===== src/rtl/word_copy.sv =====
// word_copy: register-programmed engine that copies nwords 32-bit words from src to dst.
// Slave port programs the engine; master port issues one read then one write per word.
module word_copy (
   input  logic        clk,
   input  logic        rst_n,
   output logic        slave_waitrequest,
   input  logic [3:0]  slave_address,
   input  logic        slave_read,
   input  logic        slave_write,
   input  logic [31:0] slave_writedata,
   output logic [31:0] slave_readdata,
   input  logic        master_waitrequest,
   output logic [31:0] master_address,
   output logic        master_read,
   output logic        master_write,
   output logic [31:0] master_writedata,
   input  logic [31:0] master_readdata,
   input  logic        master_readdatavalid
);

   typedef enum logic [1:0] {StIdle, StRdReq, StRdWait, StWrReq} state_e;

   state_e      state_q, state_d;
   logic        ack_q, ack_d;
   logic [31:0] src_q, dst_q, nwords_q, idx_q, data_q, rdata_q;
   logic [31:0] reg_rdata;
   logic        slave_req, busy, wr_done, start, capture, wr_accept, last_word;

   assign slave_req         = slave_read | slave_write;
   assign busy              = (state_q != StIdle);
   assign slave_waitrequest = slave_req & ~ack_q;
   // Never acknowledged while a copy runs, so reads of offset 0 block until done.
   assign ack_d             = ~ack_q & slave_req & ~busy;
   assign wr_done           = ack_q & slave_write;
   assign start             = wr_done & (slave_address == 4'd0);
   assign capture           = master_readdatavalid &
                              ((state_q == StRdWait) |
                               ((state_q == StRdReq) & ~master_waitrequest));
   assign wr_accept         = (state_q == StWrReq) & ~master_waitrequest;
   assign last_word         = (idx_q + 32'd1) == nwords_q;
   assign slave_readdata    = rdata_q;

   always_comb begin
      reg_rdata = '0;
      case (slave_address)
         4'd1:    reg_rdata = src_q;
         4'd2:    reg_rdata = dst_q;
         4'd3:    reg_rdata = nwords_q;
         default: reg_rdata = '0;
      endcase
   end

   always_ff @(posedge clk) begin
      if (rst_n) begin
         ack_q    <= 1'b0;
         src_q    <= '0;
         dst_q    <= '0;
         nwords_q <= '0;
         idx_q    <= '0;
         data_q   <= '0;
         rdata_q  <= '0;
      end else begin
         ack_q <= ack_d;
         if (ack_d & slave_read) begin
            rdata_q <= reg_rdata;
         end
         if (wr_done) begin
            case (slave_address)
               4'd1:    src_q    <= slave_writedata;
               4'd2:    dst_q    <= slave_writedata;
               4'd3:    nwords_q <= slave_writedata;
               default: ;
            endcase
         end
         if (start) begin
            idx_q <= '0;
         end else if (wr_accept) begin
            idx_q <= idx_q + 32'd1;
         end
         if (capture) begin
            data_q <= master_readdata;
         end
      end
   end

   always_ff @(posedge clk) begin
      if (rst_n) begin
         state_q <= StIdle;
      end else begin
         state_q <= state_d;
      end
   end

   always_comb begin
      state_d = state_q;
      unique case (state_q)
         StIdle: begin
            if (start && (nwords_q != 32'd0)) state_d = StRdReq;
         end
         StRdReq: begin
            // Read data may already be valid in the cycle the read is accepted.
            if (!master_waitrequest) state_d = master_readdatavalid ? StWrReq : StRdWait;
         end
         StRdWait: begin
            if (master_readdatavalid) state_d = StWrReq;
         end
         StWrReq: begin
            if (!master_waitrequest) state_d = last_word ? StIdle : StRdReq;
         end
         default: state_d = StIdle;
      endcase
   end

   always_comb begin
      master_read      = 1'b0;
      master_write     = 1'b0;
      master_address   = '0;
      master_writedata = '0;
      unique case (state_q)
         StRdReq: begin
            master_read    = 1'b1;
            master_address = src_q + {idx_q[29:0], 2'b00};
         end
         StWrReq: begin
            master_write     = 1'b1;
            master_address   = dst_q + {idx_q[29:0], 2'b00};
            master_writedata = data_q;
         end
         default: ;
      endcase
   end

endmodule


===== config.mk =====
export PLATFORM = sky130hd
export DESIGN_NAME = word_copy
export DESIGN_NICKNAME = d
export VERILOG_FILES = /design/src/rtl/word_copy.sv
export SDC_FILE = /design/constraint.sdc
export NUM_CORES = 1
export LEC_CHECK = 0
export BUFFER_PORTS_ARGS = -buffer_cell sky130_fd_sc_hd__clkbuf_2
export CAP_MARGIN = 30
export CELL_PAD_IN_SITES_DETAIL_PLACEMENT = 1
export CELL_PAD_IN_SITES_GLOBAL_PLACEMENT = 1
export CORE_MARGIN = 2
export CORE_UTILIZATION = 38
export CTS_BUF_LIST = sky130_fd_sc_hd__clkbuf_4 sky130_fd_sc_hd__clkbuf_8 sky130_fd_sc_hd__clkbuf_16
export CTS_CLUSTER_SIZE = 14
export DETAILED_ROUTE_END_ITERATION = 10
export PLACE_DENSITY_LB_ADDON = 0.1
export SETUP_SLACK_MARGIN = 0.5
export SYNTH_ARGS = -nofsm -noshare
export SYNTH_HDL_FRONTEND = slang
export SYNTH_SLANG_ARGS = --single-unit
export TNS_END_PERCENT = 50

===== constraint.sdc =====
create_clock -name clk -period 3.48 [get_ports clk]
set_input_delay 0.174 -clock clk [delete_from_list [all_inputs] [get_ports clk]]
set_output_delay 0.174 -clock clk [all_outputs]
set_load 0.01 [all_outputs]

======== Yosys cells after proc, flatten, opt, wreduce, memory -nomap -nowiden ========
Cells that the tools add are included.
operators by class
  add/sub/neg operators ................... 3
  equal/unequal tests ..................... 11
  multiplexer cells ....................... 12
  reductions and logical operators ........ 10
  bitwise gates (word level) .............. 13
operators with widths
  kind                                                                    count
  32-bit one-hot mux with 3 select lines                                  1
  32-bit adder                                                            2
  32-bit one-hot mux with 2 select lines                                  1
  32-bit by 1-bit adder with 32-bit output (second input constant)        1
  32-bit equality test                                                    1
  32-bit two-way mux                                                      1
  32-bit nonzero test                                                     1
  1-bit bitwise AND                                                       8
  4-bit by 2-bit equality test with 1-bit output (second input constant)  2
  2-bit two-way mux                                                       4
  2-bit != test (second input constant)                                   4
  2-bit one-hot mux with 4 select lines                                   1
  2-bit AND reduction                                                     3
  2-bit equality test (second input constant)                             2
  4-bit by 1-bit equality test with 1-bit output (second input constant)  1
  4-bit logical NOT                                                       1
  1-bit two-way mux                                                       4
  4-bit AND reduction                                                     1
  1-bit inverter                                                          3
  2-bit by 1-bit equality test with 1-bit output (second input constant)  1
  2-bit logical NOT                                                       1
  1-bit OR                                                                2
  2-bit nonzero test                                                      1
  2-bit OR reduction                                                      1
  1-bit logical AND                                                       1
storage, ports and cells
  input port bits ......................... 74
  output and inout port bits .............. 99
  register bits ........................... 195

======== Depth between registers and ports, before layout ========
Gate-level depths: netlist of the first run.
  depth after elaboration ................. 5
  depth in mapped cells ................... 14
  gate-level depth less buffers ........... 12

======== Worst setup path after synthesis of the first run ========
No wires, ideal clock.
  path kind ............................... reg2out
  from .................................... reg state_q[0]
  to ...................................... out master_address[29]
  required time ........................... 3.306 ns
  stages on the path, launching flop included .. 14
  path slack .............................. -0.315 ns
  path buffers ............................ 2
  arrival ................................. 3.621 ns
  cell sequence ........................... dfxtp_1 -> ha_1 -> clkbuf_1 -> clkbuf_1 -> mux2_2 -> ha_1 -> and3_1 -> and3_1 -> nor2b_1 -> a22o_1 -> a21oi_1 -> nor2_1 -> o41a_1 -> mux2i_1
between the ends
  longest elaborated chain between the ends .. 2
  elaborated cells on any way between the ends .. 3
  classes of those cells .................. eq/ne (2); mux (1)
RTL lines
  what                                                                                   RTL line  RTL
  start: declaration                                                                     23        state_e state_q, state_d;
  start signal: assignment                                                               88        state_q <= StIdle;
  start signal: assignment                                                               90        state_q <= state_d;
  2-bit equality test or 2-bit by 1-bit equality test with 1-bit output (tied branches)  119       unique case (state_q)
  32-bit one-hot mux with 2 select lines *                                               119
  end: declaration                                                                       13        output logic [31:0] master_address,
Mark *: on every way between the ends. The rest lies on a longest branch, timed or not.

======== Worst setup path in the final report of the first run ========
  from .................................... reg state_q[1]
  to ...................................... out master_address[27]
The elaborated chain is that of the path after synthesis.

==> out/metrics.yaml, run 1 <==
synth-edff-count: 0
vdd_ir_drop_max_uv: 268
unrepaired_setup_endpoints_after_global_routing: "true"
r2r.worst_path.cells: 8
post-route-period-util: 1.07
power.static_leakage_nw: 5.28
ys_types: 65
powerDensity_nw_per_um2: 315
normalized_max_slew_margin: 0.458
timing_max_transition_violations_final: 0
post-layout-total-power_mw: 4.48
die_width_um: 173
cts_made_buffers: 17
maximum_number_of_buffers_from_clock_root_to_sink: 2
power_frac_seq: 0.501
synth.ff_latch_count: 195
clk-insertion-delay-late_ps: 450
synth-warning-count: 0
worstHoldStart: "slave_writedata[11]"
grt_first_pass_wirelength_um: 64200
p_int_mw: 3.30
fmax_mhz: 268
ios: 173
reg_clk_slew_reported_paths_ps: 80
r2r_setup_slack_ps: 610
dr.first_iter.drc_count: 615
antenna_cells_inserted: 0
syn-num-nets: 1557
grt_overflow: 0
worstReg2RegEnd: "state_q[0]"
numClockSinks: 195
drt-wirelength-per-cell_um: 20.5
synth_area_um2: 10900
critical_path.max_fanout: 6
worstPathArrival_ps: 3560
placed_cells_incl_taps: 1939
switching_share: 0.264
worst-setup-path-type: "reg2out"
p_comb_frac: 0.052
synth-main-ff-cell: "sky130_fd_sc_hd__dfxtp_1"
failed_checks: "negative setup slack"
outcome: "finished, violations left"
ctsHtreeMaxLevel: 4
area_growth_syn_to_layout_pct: 30.6
via_count: 11300
final_antenna_violating_net_count: 0
worst_hold_path.endpoint: "dst_q[11]"
grt_start_max_net_pins: 92
std_cell_rows: 61
worst_slew_pin_slew_ps: 813
antenna_found_initial: 0
critPathCaptureType: "output pin"
start_util: 0.389
report.final.hold_viol_count: 0
setup_violations_final: 10
cap_viol_max_count: 0
period_minus_slack_ps: 3730
cts-root-buf: "sky130_fd_sc_hd__clkbuf_16"
crit_path_start_kind: "flip-flop"
fin_cells: 2056
place_congestion: 0.921
worstReg2RegStart: "idx_q[5]"
die_area_um2: 30000
grt_pass1_vias: 11400
worstHoldPathType: "in2reg"
drtPass1Iterations: 5
worst_ep_required_time_ps: 3310
clock_tree_from_tritoncts: "built"
core_region_area_um2: 28000
final_layout_size_suffix_gt1_frac: 0.245
layout.nets: 1783
setup_slack_ps: -253
global_route.usage.total: 0.271
switching_pwr_mw: 1.18
clock_power_share: 0.448
route.final.wire_length_um: 42200
finalSetupTns_ps: -972
route.detailed.drc: 0
vias_per_cell: 5.50
avgSynthCellArea_um2: 7.56
async_flop_share: 0
chipHeight_um: 173
dpl.hpwl_um: 29000
syn-instance-count: 1440
buffer_ports.inserted: 172
skew_ps: 18.9
dpl_worst_slack_ps: 66.8
cells_on_worst_hold_path: 3
sequential_element_share_of_the_synthesized_area: 0.359
## cells in the mapped netlist (4+ instances only)
| cell | n | area share |
|---|---|---|
| sky130_fd_sc_hd__nor2b_1 | 5 | 0.0029 |
| sky130_fd_sc_hd__buf_1 | 6 | 0.0021 |
| sky130_fd_sc_hd__nor4_1 | 7 | 0.0040 |
| sky130_fd_sc_hd__nand4_1 | 17 | 0.0098 |
| sky130_fd_sc_hd__xnor2_1 | 49 | 0.039 |
| sky130_fd_sc_hd__nand2_1 | 337 | 0.12 |
| sky130_fd_sc_hd__or3_1 | 6 | 0.0034 |
| sky130_fd_sc_hd__a211oi_1 | 7 | 0.0048 |
| sky130_fd_sc_hd__clkbuf_1 | 76 | 0.026 |
| sky130_fd_sc_hd__dfxtp_1 | 195 | 0.36 |
| sky130_fd_sc_hd__o211ai_1 | 6 | 0.0041 |
| sky130_fd_sc_hd__a22oi_1 | 32 | 0.022 |
| sky130_fd_sc_hd__nand2b_1 | 6 | 0.0034 |
| sky130_fd_sc_hd__and2_1 | 33 | 0.019 |
| sky130_fd_sc_hd__and3_1 | 19 | 0.011 |
| sky130_fd_sc_hd__inv_1 | 10 | 0.0034 |
| sky130_fd_sc_hd__nand3_1 | 28 | 0.013 |
| sky130_fd_sc_hd__mux2_2 | 30 | 0.031 |
| sky130_fd_sc_hd__a31oi_1 | 8 | 0.0046 |
| sky130_fd_sc_hd__xor2_1 | 45 | 0.036 |
| sky130_fd_sc_hd__ha_1 | 42 | 0.048 |
| sky130_fd_sc_hd__or2_2 | 4 | 0.0023 |
| sky130_fd_sc_hd__o21ai_0 | 31 | 0.014 |
| sky130_fd_sc_hd__a21o_1 | 10 | 0.0069 |
| sky130_fd_sc_hd__o21a_1 | 5 | 0.0034 |
| sky130_fd_sc_hd__and4_1 | 5 | 0.0040 |
| sky130_fd_sc_hd__nor3_1 | 18 | 0.0083 |
| sky130_fd_sc_hd__nor2_1 | 119 | 0.041 |
| sky130_fd_sc_hd__a21oi_1 | 229 | 0.11 |
## placed cells by master (no fill, tap or decap), drive strengths merged, types with 6 or more instances in the layout
cell type / n
buf: 86
or3: 9
nand3: 29
a21oi: 229
xor2: 45
ha: 42
a22oi: 32
a21o: 10
mux2: 30
dlygate4sd3: 53
nand2b: 6
and3: 19
nand2: 337
nor4: 8
a31oi: 8
nor2: 119
clkbuf: 174
nand4: 18
nor3: 19
inv: 18
dfxtp: 195
xnor2: 49
a211oi: 7
clkinv: 6
o211ai: 6
and2: 34
o21ai: 32
## cell families after synthesis
kind of cell / count (synthesis) / share of synthesized area
simple gates: 621 / 0.254
compound gates: 355 / 0.188
flops: 195 / 0.359
buf+inv: 99 / 0.0401
xor+xnor: 94 / 0.0756
fa+ha+maj: 43 / 0.0501
mux: 33 / 0.0338
## power by group through the flow
stage	clock, mW	combinational (mW)	sequential (mW)
floorplan	0	0.0815	2.29
global placement	0	0.179	2.30
detailed placement	0	0.180	2.30
CTS	2.03	0.229	2.24
global route	2.12	0.250	2.24
finish	2.01	0.232	2.24
## per-stage QoR
step                 util  hold WS [ps]  area, um^2
floorplan               -           310       11100
finish              0.508          8.39       14200
CTS                 0.490          5.49       13700
global placement    0.439           397       12300
global route        0.508          14.8       14200
detailed placement  0.439           406       12300
## worst max path at each step
stage,endpoint,startpoint
detailed placement,master_address[29],state_q[1]
CTS,master_address[29],state_q[0]
global placement,master_address[29],state_q[1]
finish,master_address[27],state_q[1]
global route,master_address[27],state_q[1]
floorplan,master_address[29],state_q[1]
## routing by layer
| layer | wire length [um] | share of wire | global-route usage |
|---|---|---|---|
| met4 | 1470 | 0.035 | 0.103 |
| met2 | 21500 | 0.51 | 0.488 |
| met5 | 0 | 0 | 0 |
| met1 | 17800 | 0.42 | 0.331 |
| met3 | 1490 | 0.035 | 0.0322 |
## critical path, stage by stage (launching register included)
cell and delay, ps:
sky130_fd_sc_hd__dfxtp_4 370, sky130_fd_sc_hd__ha_4 190, sky130_fd_sc_hd__buf_6 140, sky130_fd_sc_hd__mux2_4 320, sky130_fd_sc_hd__ha_4 270, sky130_fd_sc_hd__a211oi_2 260
sky130_fd_sc_hd__nor2_2 100, sky130_fd_sc_hd__o41ai_4 350, sky130_fd_sc_hd__and3_4 260, sky130_fd_sc_hd__a21oi_4 70, sky130_fd_sc_hd__buf_6 120, sky130_fd_sc_hd__buf_6 110
sky130_fd_sc_hd__a31oi_4 180, sky130_fd_sc_hd__xor2_1 160, sky130_fd_sc_hd__nor2_1 60, sky130_fd_sc_hd__buf_2 160
## layout make-up
cell class,count,area [um^2]
clock buffer,17,425
clock inverter,14,158
fill,3472,13800
inverter,10,37.5
multi-input combinational,1146,7190
sequential,195,3920
tap,378,473
timing repair buffer,296,2010
## timing repair
action                     CTS  global route
pin swaps                   16            42
setup endpoints to repair   26            26
buffers inserted            14            18
gates cloned                 0             1
hold buffers                53             0
resized for setup           36            86
hold endpoints to repair    88             0
## state kept, by name, indices dropped and copies added (netlist names)
name            flops
ack_q               1
state_q             2
idx_q              32
data_q             32
dst_q              32
nwords_q           32
slave_readdata     32
src_q              32
Note: power is estimated with default switching activity, not from simulation.
==> run 2, diff against run 1 <==
- CORE_UTILIZATION: 38 -> 25
- HOLD_SLACK_MARGIN: not set -> 0.02
==> out/metrics.yaml, run 2 (synthesis results as in run 1) <==
final_layout_size_suffix_gt1_frac: 0.248  # +0.00331
skew_ps: 6.59  # -12.4 ps
ctsHtreeMaxLevel: 4  # unchanged
p_int_mw: 3.57  # +8.3%
outcome: "finished, violations left"
critPathCaptureType: "output pin"
cts-root-buf: "sky130_fd_sc_hd__clkbuf_16"
clock_tree_from_tritoncts: "built"
critical-path-top-cell-by-count: "sky130_fd_sc_hd__ha_4"
antenna_cells_inserted: 0  # unchanged
vias_per_cell: 4.85  # -12%
critical_path.max_fanout: 8  # +2
p_comb_frac: 0.053  # about the same
critical-path-slowest-cell: "sky130_fd_sc_hd__dfxtp_4"
worstReg2RegStart: "idx_q[1]"
dr.first_iter.drc_count: 479  # -22%
critPathMaxStageDelay_ps: 380  # about the same
drt-wirelength-per-cell_um: 20.2  # -1.4%
drtPass1Iterations: 5  # unchanged
place_congestion: 0.831  # -9.8%
setup_slack_ps: -232  # +21.5 ps
reg_clk_slew_reported_paths_ps: 70  # about the same
global_route.usage.total: 0.204  # -0.0672
placed_cells_incl_taps: 2169  # +12%
worstPathArrival_ps: 3540  # -20 ps
antenna_found_initial: 1  # +1
cap_viol_max_count: 0  # unchanged
power_frac_seq: 0.481  # -0.020
r2r.worst_path.cells: 8  # unchanged
grt_first_pass_wirelength_um: 69100  # +7.6%
worst_slew_pin_slew_ps: 835  # +22.3 ps
vdd_ir_drop_max_uv: 274  # +2.2%
power.static_leakage_nw: 5.47  # +3.6%
core_region_area_um2: 43000  # +53%
switching_share: 0.235  # -0.0292
post-layout-total-power_mw: 4.67  # +4.1%
start_util: 0.253  # -0.135
ios: 173  # unchanged
worstSetupPathDepth: 13  # -2
report.final.hold_viol_count: 0  # unchanged
std_cell_rows: 76  # +25%
via_count: 11100  # -1.5%
worst_ep_required_time_ps: 3310  # about the same
worstHoldPathType: "in2reg"
grt_overflow: 0  # unchanged
maximum_number_of_buffers_from_clock_root_to_sink: 2  # unchanged
route.final.wire_length_um: 46500  # +10%
area_growth_syn_to_layout_pct: 35.6
fin_cells: 2297  # +12%
fmax_mhz: 269  # +0.58%
dpl.hpwl_um: 33500  # +15%
powerDensity_nw_per_um2: 316  # +0.31%
r2r_setup_slack_ps: 640  # +30 ps
period_minus_slack_ps: 3710  # -21.5 ps
worst_path_dominant_cell_family: "compound AO/OA/AOI/OAI gates"
setup_violations_final: 14  # +4
post-route-period-util: 1.07  # -0.00618
layout.cells.most_common_list: "333 x sky130_fd_sc_hd__nand2_1, 216 x sky130_fd_sc_hd__a21oi_1, 190 x sky130_fd_sc_hd__dfxtp_1"
buffer_ports.inserted: 172  # unchanged
cells_on_worst_hold_path: 3  # unchanged
die_width_um: 213  # +23%
final_common_cell: "sky130_fd_sc_hd__nand2_1"
final.fill_count: 5244  # +51%
grt_pass1_vias: 11400  # +0.17%
chipHeight_um: 213  # +23%
crit_path_cell_trace: "ha_4 -> buf_6 -> mux2_4 -> ha_4 -> a21o_1 -> a41oi_2 -> a21oi_2 -> o21ai_4 -> a21oi_4 -> nor2_1 -> o41a_1 -> mux2i_2 -> buf_2"
worstHoldStart: "slave_writedata[16]"
worst_hold_path.endpoint: "src_q[16]"
numClockSinks: 195  # unchanged
buffers_and_inverters_on_the_worst_path: 2  # -2
clock_power_share: 0.466  # +0.018
cts_made_buffers: 17  # unchanged
final.hold.worst_slack_ps: 33.7  # +25.3 ps
route.detailed.drc: 0  # unchanged
clk-insertion-delay-late_ps: 460  # about the same
switching_pwr_mw: 1.10  # -7.4%
unrepaired_setup_endpoints_after_global_routing: "true"
failed_checks: "negative setup slack"
worstReg2RegEnd: "state_q[0]"
final_antenna_violating_net_count: 0  # unchanged
worst-setup-path-type: "reg2out"
grt_start_max_net_pins: 68  # -26%
die_area_um2: 45200  # +51%
crit_path_start_kind: "flip-flop"
layout.nets: 1816  # +1.9%
timing_max_transition_violations_final: 0  # unchanged
normalized_max_slew_margin: 0.443  # -0.0149
## run 2: cell count changes in the layout (fill, tap and decap cells not counted), sizes merged, moves of 3 or more
cell / previous run / this run
dlygate4sd3: 53 / 64
bufinv: 0 / 3
clkbuf: 174 / 182
inv: 18 / 11
clkinv: 6 / 3
buf: 86 / 107
## run 2: through the flow
step,setup TNS [ps],util,setup slack (ps),instance area (um^2)
global route,-3910,0.343,-343,14800
finish,-1940,0.343,-232,14800
detailed placement,-306,0.296,-118,12700
CTS,-2240,0.335,-313,14400
floorplan,0,-,481,11100
global placement,-27.0,0.296,-27.0,12700
## run 2: worst max-delay path by stage
stage	from	slack, ps	to
finish	state_q[1]	-230	master_address[29]
global route	state_q[1]	-340	master_address[29]
CTS	state_q[0]	-310	master_address[29]
detailed placement	state_q[1]	-120	master_address[31]
global placement	state_q[1]	-30	master_address[21]
floorplan	state_q[1]	480	master_address[29]
## run 2: cell type report
type | count | area, um^2 | area share
Clock buffer | 24 | 503 | 0.0341
Clock inverter | 8 | 123 | 0.00831
Inverter | 10 | 37.5 | 0.00254
Multi-Input combinational cell | 1146 | 7180 | 0.487
Sequential cell | 195 | 3920 | 0.265
Tap cell | 585 | 732 | 0.0496
Timing Repair Buffer | 329 | 2260 | 0.153
## run 2: routing by layer
metal / track usage / part of all wire / up-vias
li1: - / - / 5460
met1: 0.255 / 0.44 / 5489
met2: 0.367 / 0.52 / 141
met3: 0.0242 / 0.022 / 43
met4: 0.0596 / 0.019 / 0
met5: 0 / 0 / -
## run 2: timing repair
item | in CTS | in global routing
endpoints found under the hold margin | 126 | 0
gates cloned | 0 | 0
hold buffers | 64 | 0
buffers inserted | 14 | 18
pin swaps | 28 | 49
gates resized for setup | 52 | 65
endpoints found under the setup margin | 25 | 27
## run 2: power by group through the flow
stage / logic (mW) / registers (mW) / clock network [mW]
finish: 0.245 / 2.24 / 2.18
global route: 0.267 / 2.24 / 2.33
CTS: 0.248 / 2.24 / 2.25
detailed placement: 0.187 / 2.30 / 0
global placement: 0.188 / 2.30 / 0
floorplan: 0.0815 / 2.29 / 0
## run 2: tightest hold or removal path, delay by kind of cell
kind / cells / cell delay, ps
buf+inv: 1 / 150
simple gates: 1 / 80
compound gates: 1 / 50
